`config.mk`:
```
export PLATFORM = sky130hd
export DESIGN_NAME = order_ingress_arbiter
export DESIGN_NICKNAME = d
export VERILOG_FILES = /design/src/rtl/cache_def.sv /design/src/rtl/sync_fifo.sv /design/src/rtl/order_ingress_arbiter.sv
export SDC_FILE = /design/constraint.sdc
export NUM_CORES = 1
export LEC_CHECK = 0
export BUFFER_PORTS_ARGS = -buffer_cell sky130_fd_sc_hd__buf_4
export CAP_MARGIN = 20
export CORE_ASPECT_RATIO = 1.5
export CORE_UTILIZATION = 52
export DETAILED_ROUTE_END_ITERATION = 12
export PLACE_DENSITY_LB_ADDON = 0.08
export SLEW_MARGIN = 30
export SYNTH_ARGS = -nofsm -noshare
export SYNTH_HDL_FRONTEND = slang
export SYNTH_SLANG_ARGS = --single-unit
```
`constraint.sdc`:
```
create_clock -name clk -period 2.39 [get_ports clk]
set_clock_uncertainty 0.1 [all_clocks]
set_input_delay 0.239 -clock clk [delete_from_list [all_inputs] [get_ports clk]]
set_output_delay 0.239 -clock clk [all_outputs]
set_load 0.05 [all_outputs]
```
`src/rtl/cache_def.sv`:
```
// Shared types for the risk-check front end: ingress request records and arbiter FSM states.
package cache_def;

  typedef struct packed {
    logic [4:0]  client_id;
    logic [31:0] amount;
    logic        new_max;
  } cpu_order_t;

  typedef struct packed {
    logic [4:0]  client_id;
    logic [15:0] amount;
  } exch_msg_t;

  typedef enum logic [1:0] {
    IDLE,
    ISSUE,
    WAIT
  } ingress_state_t;

  localparam int unsigned CpuOrderW = $bits(cpu_order_t);
  localparam int unsigned ExchMsgW  = $bits(exch_msg_t);

endpackage

```
`src/rtl/sync_fifo.sv`:
```
// Single-clock FIFO with occupancy count. DEPTH must be a power of two so the pointers wrap
// naturally; a push and a pop on the same edge are both honoured.
module sync_fifo #(
  parameter int unsigned WIDTH = 8,
  parameter int unsigned DEPTH = 4
) (
  input  logic                     clk_i,
  input  logic                     rst_ni,
  input  logic                     push_i,
  input  logic [WIDTH-1:0]         wdata_i,
  input  logic                     pop_i,
  output logic [WIDTH-1:0]         rdata_o,
  output logic                     full_o,
  output logic                     empty_o,
  output logic [$clog2(DEPTH):0]   count_o
);

  localparam int unsigned AW = $clog2(DEPTH);

  logic [WIDTH-1:0] mem_q [DEPTH];
  logic [AW-1:0]    wr_ptr_q, wr_ptr_d;
  logic [AW-1:0]    rd_ptr_q, rd_ptr_d;
  logic [AW:0]      count_q, count_d;
  logic             do_push, do_pop;

  always_comb begin
    full_o  = (count_q == (AW+1)'(DEPTH));
    empty_o = (count_q == '0);
    do_push = push_i && !full_o;
    do_pop  = pop_i && !empty_o;

    wr_ptr_d = wr_ptr_q;
    rd_ptr_d = rd_ptr_q;
    count_d  = count_q;
    if (do_push) wr_ptr_d = wr_ptr_q + AW'(1);
    if (do_pop)  rd_ptr_d = rd_ptr_q + AW'(1);
    unique case ({do_push, do_pop})
      2'b10:   count_d = count_q + (AW+1)'(1);
      2'b01:   count_d = count_q - (AW+1)'(1);
      default: count_d = count_q;
    endcase
  end

  assign rdata_o = mem_q[rd_ptr_q];
  assign count_o = count_q;

  always_ff @(posedge clk_i or negedge rst_ni) begin
    if (!rst_ni) begin
      wr_ptr_q <= '0;
      rd_ptr_q <= '0;
      count_q  <= '0;
    end else begin
      wr_ptr_q <= wr_ptr_d;
      rd_ptr_q <= rd_ptr_d;
      count_q  <= count_d;
    end
  end

  // Storage needs no reset: entries are only read once the count says they were written.
  always_ff @(posedge clk_i) begin
    if (do_push) mem_q[wr_ptr_q] <= wdata_i;
  end

endmodule

```
`src/rtl/order_ingress_arbiter.sv`:
```
// Buffers CPU orders and exchange cancellations, then issues one request at a time to the risk
// stage. Exchange traffic wins, bounded by a starvation guard so queued CPU work still moves.
module order_ingress_arbiter
  import cache_def::*;
#(
  parameter int unsigned CPU_DEPTH    = 4,
  parameter int unsigned EXCH_DEPTH   = 4,
  parameter int unsigned STARVE_LIMIT = 3,
  parameter int unsigned TIMEOUT      = 16
) (
  input  logic                        clk,
  input  logic                        HRESETn,
  input  logic                        cpu_valid,
  output logic                        cpu_ready,
  input  logic [4:0]                  cpu_client_id_i,
  input  logic [31:0]                 cpu_amount_i,
  input  logic                        cpu_new_max_i,
  input  logic                        exch_valid,
  output logic                        exch_ready,
  input  logic [4:0]                  exch_client_id_i,
  input  logic [15:0]                 exch_amount_i,
  output logic                        cpu_go,
  output logic                        cpu_new_max,
  output logic                        exchange_go,
  output logic [4:0]                  cpu_client_id,
  output logic [4:0]                  exchange_client_id,
  output logic [31:0]                 cpu_amount,
  output logic [15:0]                 exchange_amount,
  input  logic                        done,
  output logic                        busy,
  output logic                        timeout_err,
  output logic [$clog2(CPU_DEPTH):0]  cpu_count,
  output logic [$clog2(EXCH_DEPTH):0] exch_count
);

  localparam int unsigned SW = (STARVE_LIMIT > 0) ? $clog2(STARVE_LIMIT + 1) : 1;
  localparam int unsigned TW = $clog2(TIMEOUT + 1);

  cpu_order_t cpu_wdata, cpu_head;
  exch_msg_t  exch_wdata, exch_head;
  logic       cpu_full, cpu_empty, cpu_pop;
  logic       exch_full, exch_empty, exch_pop;

  assign cpu_wdata  = '{client_id: cpu_client_id_i, amount: cpu_amount_i,
                        new_max: cpu_new_max_i};
  assign exch_wdata = '{client_id: exch_client_id_i, amount: exch_amount_i};

  sync_fifo #(
    .WIDTH (CpuOrderW),
    .DEPTH (CPU_DEPTH)
  ) u_cpu_fifo (
    .clk_i   (clk),
    .rst_ni  (HRESETn),
    .push_i  (cpu_valid),
    .wdata_i (cpu_wdata),
    .pop_i   (cpu_pop),
    .rdata_o (cpu_head),
    .full_o  (cpu_full),
    .empty_o (cpu_empty),
    .count_o (cpu_count)
  );

  sync_fifo #(
    .WIDTH (ExchMsgW),
    .DEPTH (EXCH_DEPTH)
  ) u_exch_fifo (
    .clk_i   (clk),
    .rst_ni  (HRESETn),
    .push_i  (exch_valid),
    .wdata_i (exch_wdata),
    .pop_i   (exch_pop),
    .rdata_o (exch_head),
    .full_o  (exch_full),
    .empty_o (exch_empty),
    .count_o (exch_count)
  );

  assign cpu_ready  = !cpu_full;
  assign exch_ready = !exch_full;

  ingress_state_t state_q, state_d;
  logic           cpu_go_q, cpu_go_d;
  logic           cpu_nm_q, cpu_nm_d;
  logic           exch_go_q, exch_go_d;
  logic [4:0]     cpu_id_q, cpu_id_d;
  logic [31:0]    cpu_amt_q, cpu_amt_d;
  logic [4:0]     exch_id_q, exch_id_d;
  logic [15:0]    exch_amt_q, exch_amt_d;
  logic [SW-1:0]  starve_q, starve_d;
  logic [TW-1:0]  tmo_q, tmo_d;
  logic           terr_q, terr_d;
  logic           starved, grant_exch;

  always_comb begin
    state_d    = state_q;
    cpu_go_d   = 1'b0;
    cpu_nm_d   = 1'b0;
    exch_go_d  = 1'b0;
    cpu_id_d   = cpu_id_q;
    cpu_amt_d  = cpu_amt_q;
    exch_id_d  = exch_id_q;
    exch_amt_d = exch_amt_q;
    starve_d   = starve_q;
    tmo_d      = tmo_q;
    terr_d     = terr_q;
    cpu_pop    = 1'b0;
    exch_pop   = 1'b0;

    starved    = (starve_q == SW'(STARVE_LIMIT));
    grant_exch = !exch_empty && !(starved && !cpu_empty);

    unique case (state_q)
      IDLE: begin
        if (!cpu_empty || !exch_empty) begin
          state_d = ISSUE;
          if (grant_exch) begin
            exch_pop   = 1'b1;
            exch_go_d  = 1'b1;
            exch_id_d  = exch_head.client_id;
            exch_amt_d = exch_head.amount;
            if (!cpu_empty && !starved) starve_d = starve_q + SW'(1);
          end else begin
            cpu_pop   = 1'b1;
            cpu_go_d  = 1'b1;
            cpu_nm_d  = cpu_head.new_max;
            cpu_id_d  = cpu_head.client_id;
            cpu_amt_d = cpu_head.amount;
            starve_d  = '0;
          end
        end
      end
      ISSUE: begin
        tmo_d   = '0;
        state_d = done ? IDLE : WAIT;
      end
      WAIT: begin
        if (done) begin
          state_d = IDLE;
        end else if (tmo_q == TW'(TIMEOUT - 1)) begin
          terr_d  = 1'b1;
          state_d = IDLE;
        end else begin
          tmo_d = tmo_q + TW'(1);
        end
      end
      default: state_d = IDLE;
    endcase

    // The guard only counts exchange wins that actually held CPU work back.
    if (cpu_empty) starve_d = '0;
  end

  always_ff @(posedge clk or negedge HRESETn) begin
    if (!HRESETn) begin
      state_q    <= IDLE;
      cpu_go_q   <= 1'b0;
      cpu_nm_q   <= 1'b0;
      exch_go_q  <= 1'b0;
      cpu_id_q   <= '0;
      cpu_amt_q  <= '0;
      exch_id_q  <= '0;
      exch_amt_q <= '0;
      starve_q   <= '0;
      tmo_q      <= '0;
      terr_q     <= 1'b0;
    end else begin
      state_q    <= state_d;
      cpu_go_q   <= cpu_go_d;
      cpu_nm_q   <= cpu_nm_d;
      exch_go_q  <= exch_go_d;
      cpu_id_q   <= cpu_id_d;
      cpu_amt_q  <= cpu_amt_d;
      exch_id_q  <= exch_id_d;
      exch_amt_q <= exch_amt_d;
      starve_q   <= starve_d;
      tmo_q      <= tmo_d;
      terr_q     <= terr_d;
    end
  end

  assign cpu_go             = cpu_go_q;
  assign cpu_new_max        = cpu_nm_q;
  assign exchange_go        = exch_go_q;
  assign cpu_client_id      = cpu_id_q;
  assign cpu_amount         = cpu_amt_q;
  assign exchange_client_id = exch_id_q;
  assign exchange_amount    = exch_amt_q;
  assign busy               = (state_q != IDLE);
  assign timeout_err        = terr_q;

endmodule

```
==> impl_metrics.env <==
export IMPL_crit_path_end_kind="register"
export IMPL_synth_area_um2=12330
export IMPL_die_w_um=127.7
export IMPL_synth_area_leaders="edfxtp_1 57%, dfrtp_1 17%, mux4_2 8.9%, mux2_2 4.7%, mux4_1 2.1%"
export IMPL_grt_max_degree=44
export IMPL_cts_buffer_depth=3
export IMPL_insertion_delay_ns=0.54
export IMPL_drtAntennaViolNets=0
export IMPL_placed_cells=1019
export IMPL_slowest_stage="or3b_4"
export IMPL_cts_buffers=30
export IMPL_vias_per_cell=5.337
export IMPL_run_status="finished clean"
export IMPL_cts_reportedPaths_clkPinSlew_ns=0.06
export IMPL_syn_inst=575
export IMPL_crit_chain="or3b_4, and2_4, inv_1, ha_2, inv_1, fa_2, xor2_1, nor2_1, xor2_1"
export IMPL_antenna_cells=0
export IMPL_maxSlewViolCount=0
export IMPL_synth_area_leader_cell="edfxtp_1"
export IMPL_critPathKind="reg2reg"
export IMPL_io_pins=135
export IMPL_cts_tree="done"
export IMPL_yosysSeqAreaShare=0.7472
export IMPL_synth_avg_cell_area_um2=21.45
export IMPL_yosysMostFrequentCell="edfxtp_1"
export IMPL_dpl_hpwl_um=13520
export IMPL_drive_above_1_share=0.4024
export IMPL_fmax_mhz=444.8
export IMPL_layout_cells_non_filler=1140
export IMPL_clock_power_share=0.220
export IMPL_design_area_um2=15410
export IMPL_cap_viol_max_count=0
export IMPL_async_flop_share=0.2648
export IMPL_fin_crit_ns=2.248
export IMPL_ys_ff_latch=321
export IMPL_hold_viol=0
export IMPL_p_leak_nw=5.794
export IMPL_wl_um=22850
export IMPL_gr_usage_all_layers=0.1960
export IMPL_clockRootBuffer="clkbuf_16"
export IMPL_hold_path_class="in2async"
export IMPL_rsz0062_at_grt="no"
export IMPL_synth_common_cells="236 x edfxtp_1, 85 x dfrtp_1, 52 x mux2_2, 49 x mux4_2, 23 x inv_1"
export IMPL_fp_dieH_um=190.6
export IMPL_p_sw_mw=7.308
export IMPL_first_pass_iters=4
export IMPL_cp_max_fo=5
export IMPL_synthesis_nets=654
export IMPL_power_frac_comb=0.385
export IMPL_antenna_found_initial=0
export IMPL_clock_sinks=321
export IMPL_coreArea_um2=23140
export IMPL_worstPathArrival_ns=2.59
export IMPL_gr_total_overflow=0
export IMPL_start_util=0.5329
export IMPL_drtIter0Drc=207
export IMPL_switching_share=0.3479
export IMPL_start_kind="register"
export IMPL_ys_types=45
export IMPL_drc_errors=0
export IMPL_synth_edf_count=236
export IMPL_slew_headroom=0.5694
export IMPL_synth_top_area_frac=0.5747
export IMPL_seq_power_share=0.395
export IMPL_core_rowCount=68
export IMPL_p_int_mw=13.70
export IMPL_area_growth_pct=24.98
export IMPL_setup_viol=0
export IMPL_htreeDepth=1
export IMPL_yosys_warnings=0
export IMPL_grt_pass1_vias=6814
export IMPL_ir_worst_vdd_uv=862.4
export IMPL_critical_path_max_stage_delay_ns=0.42
export IMPL_synth_top_flop_cell="edfxtp_1"
export IMPL_p_per_area_nw_per_um2=1363
export IMPL_finalNetCount=880
export IMPL_numPortBuffers=134
export IMPL_grt_pass1_wl_um=36200
export IMPL_wl_per_cell_um=20.04
export IMPL_place_area_um2=13780
export IMPL_vias=6084
export IMPL_required_ns=2.74
export IMPL_worst_pin_slew_ns=0.6459
export IMPL_fin_crit_sh=0.9408
export IMPL_place_congestion=0.7508
export IMPL_dieArea_um2=24350
power groups by stage:
stage	Combinational, mW	Clock [mW]	Sequential [mW]
after floorplan	3.93	0	10.2
after global placement	7.91	0	8.32
after detailed placement	8.08	0	8.42
after CTS	8.20	4.73	8.32
after global routing	8.62	4.94	8.46
final	8.08	4.63	8.30
kinds of logic after synthesis:
| group | count (synthesis) | share of synthesized area |
|---|---|---|
| XOR/XNOR | 12 | 0.008523 |
| adder cells (fa/ha/maj) | 15 | 0.01644 |
| buffers and inverters | 45 | 0.02283 |
| flip-flops | 321 | 0.7472 |
| multiplexers | 119 | 0.1677 |
| AO/OA/AOI/OAI | 21 | 0.01360 |
| AND/OR/NAND/NOR | 42 | 0.02374 |
placed cells by master (no fill, tap or decap), types with 10 or more instances in the layout:
cell and n:
clkbuf_16 31, dfrtp_1 77, clkbuf_1 13, mux4_1 10, dlygate4sd3_1 63, inv_1 21, mux4_2 49, buf_4 147
mux2_2 52, ha_1 11, edfxtp_1 236
metrics by stage:
step                       TNS, ns  hold slack (ns)  setup slack [ns]  utilization  total power [mW]
after floorplan           -0.09587          -0.1566          -0.09587            -             14.16
after global placement           0           0.2086            0.1900       0.5950             16.23
after detailed placement         0           0.2307            0.1151       0.5956             16.50
after CTS                        0           0.1945           0.08766       0.6651             21.25
after global routing             0           0.2386           0.01372       0.6660             22.02
final                            0           0.1762            0.1416       0.6660             21.01
sequential cells by signal (all words and copies together), names as in the netlist:
| register | count |
|---|---|
| exchange_amount | 16 |
| timeout_err | 1 |
| state_q | 2 |
| cpu_go | 1 |
| u_cpu_fifo.wr_ptr_q | 2 |
| u_exch_fifo.count_o | 3 |
| u_cpu_fifo.rd_ptr_q | 2 |
| u_exch_fifo.mem_q | 84 |
| tmo_q | 5 |
| starve_q | 2 |
| u_exch_fifo.rd_ptr_q | 2 |
| cpu_amount | 32 |
| u_cpu_fifo.mem_q | 152 |
| cpu_new_max | 1 |
| u_exch_fifo.wr_ptr_q | 2 |
| exchange_go | 1 |
| u_cpu_fifo.count_o | 3 |
| exchange_client_id | 5 |
| cpu_client_id | 5 |
worst max-delay path, delay by kind of cell (launching register included):
family / cells / cell delay [ns]
adder cells (fa/ha/maj): 2 / 0.50
AND/OR/NAND/NOR: 3 / 0.74
XOR/XNOR: 2 / 0.31
flip-flops: 1 / 0.41
buffers and inverters: 2 / 0.10
per-layer routing:
metal | up-vias | track usage | routed length [um]
li1 | 2738 | - | -
met1 | 3181 | 0.2224 | 8745
met2 | 141 | 0.3779 | 12680
met3 | 24 | 0.03676 | 1098
met4 | 0 | 0.04163 | 323
met5 | - | 0 | 0
worst paths after layout:
path,start,end,slack [ns],cells after the start
worst max-delay path,u_cpu_fifo.count_o[1],u_cpu_fifo.count_o[2],0.14,9
worst min-delay path,HRESETn,exchange_client_id[2],0.18,2
worst max register to register,u_cpu_fifo.count_o[1],u_cpu_fifo.count_o[2],0.14,9
worst min register to register,u_exch_fifo.rd_ptr_q[1],u_exch_fifo.rd_ptr_q[1],0.37,1
max in group asynchronous,HRESETn,cpu_amount[15],1.31,3
min in group clk,cpu_amount_i[5],u_cpu_fifo.mem_q[3][6],0.34,2
cell type report:
type	count	area (um2)
sequential	321	9224
fill	1602	7730
multi-input combinational	209	2877
timing repair buffer	216	1854
clock buffer	51	920.9
tap	315	394.1
inverter	23	86.33
clock inverter	5	56.30
timing repair:
action,4_1_cts,5_1_grt
endpoints found under the hold margin,283,0
resized for setup,0,2
endpoints found under the setup margin,0,1
buffers inserted,0,2
hold buffers,63,0
Power figures use the tool's default switching activity.
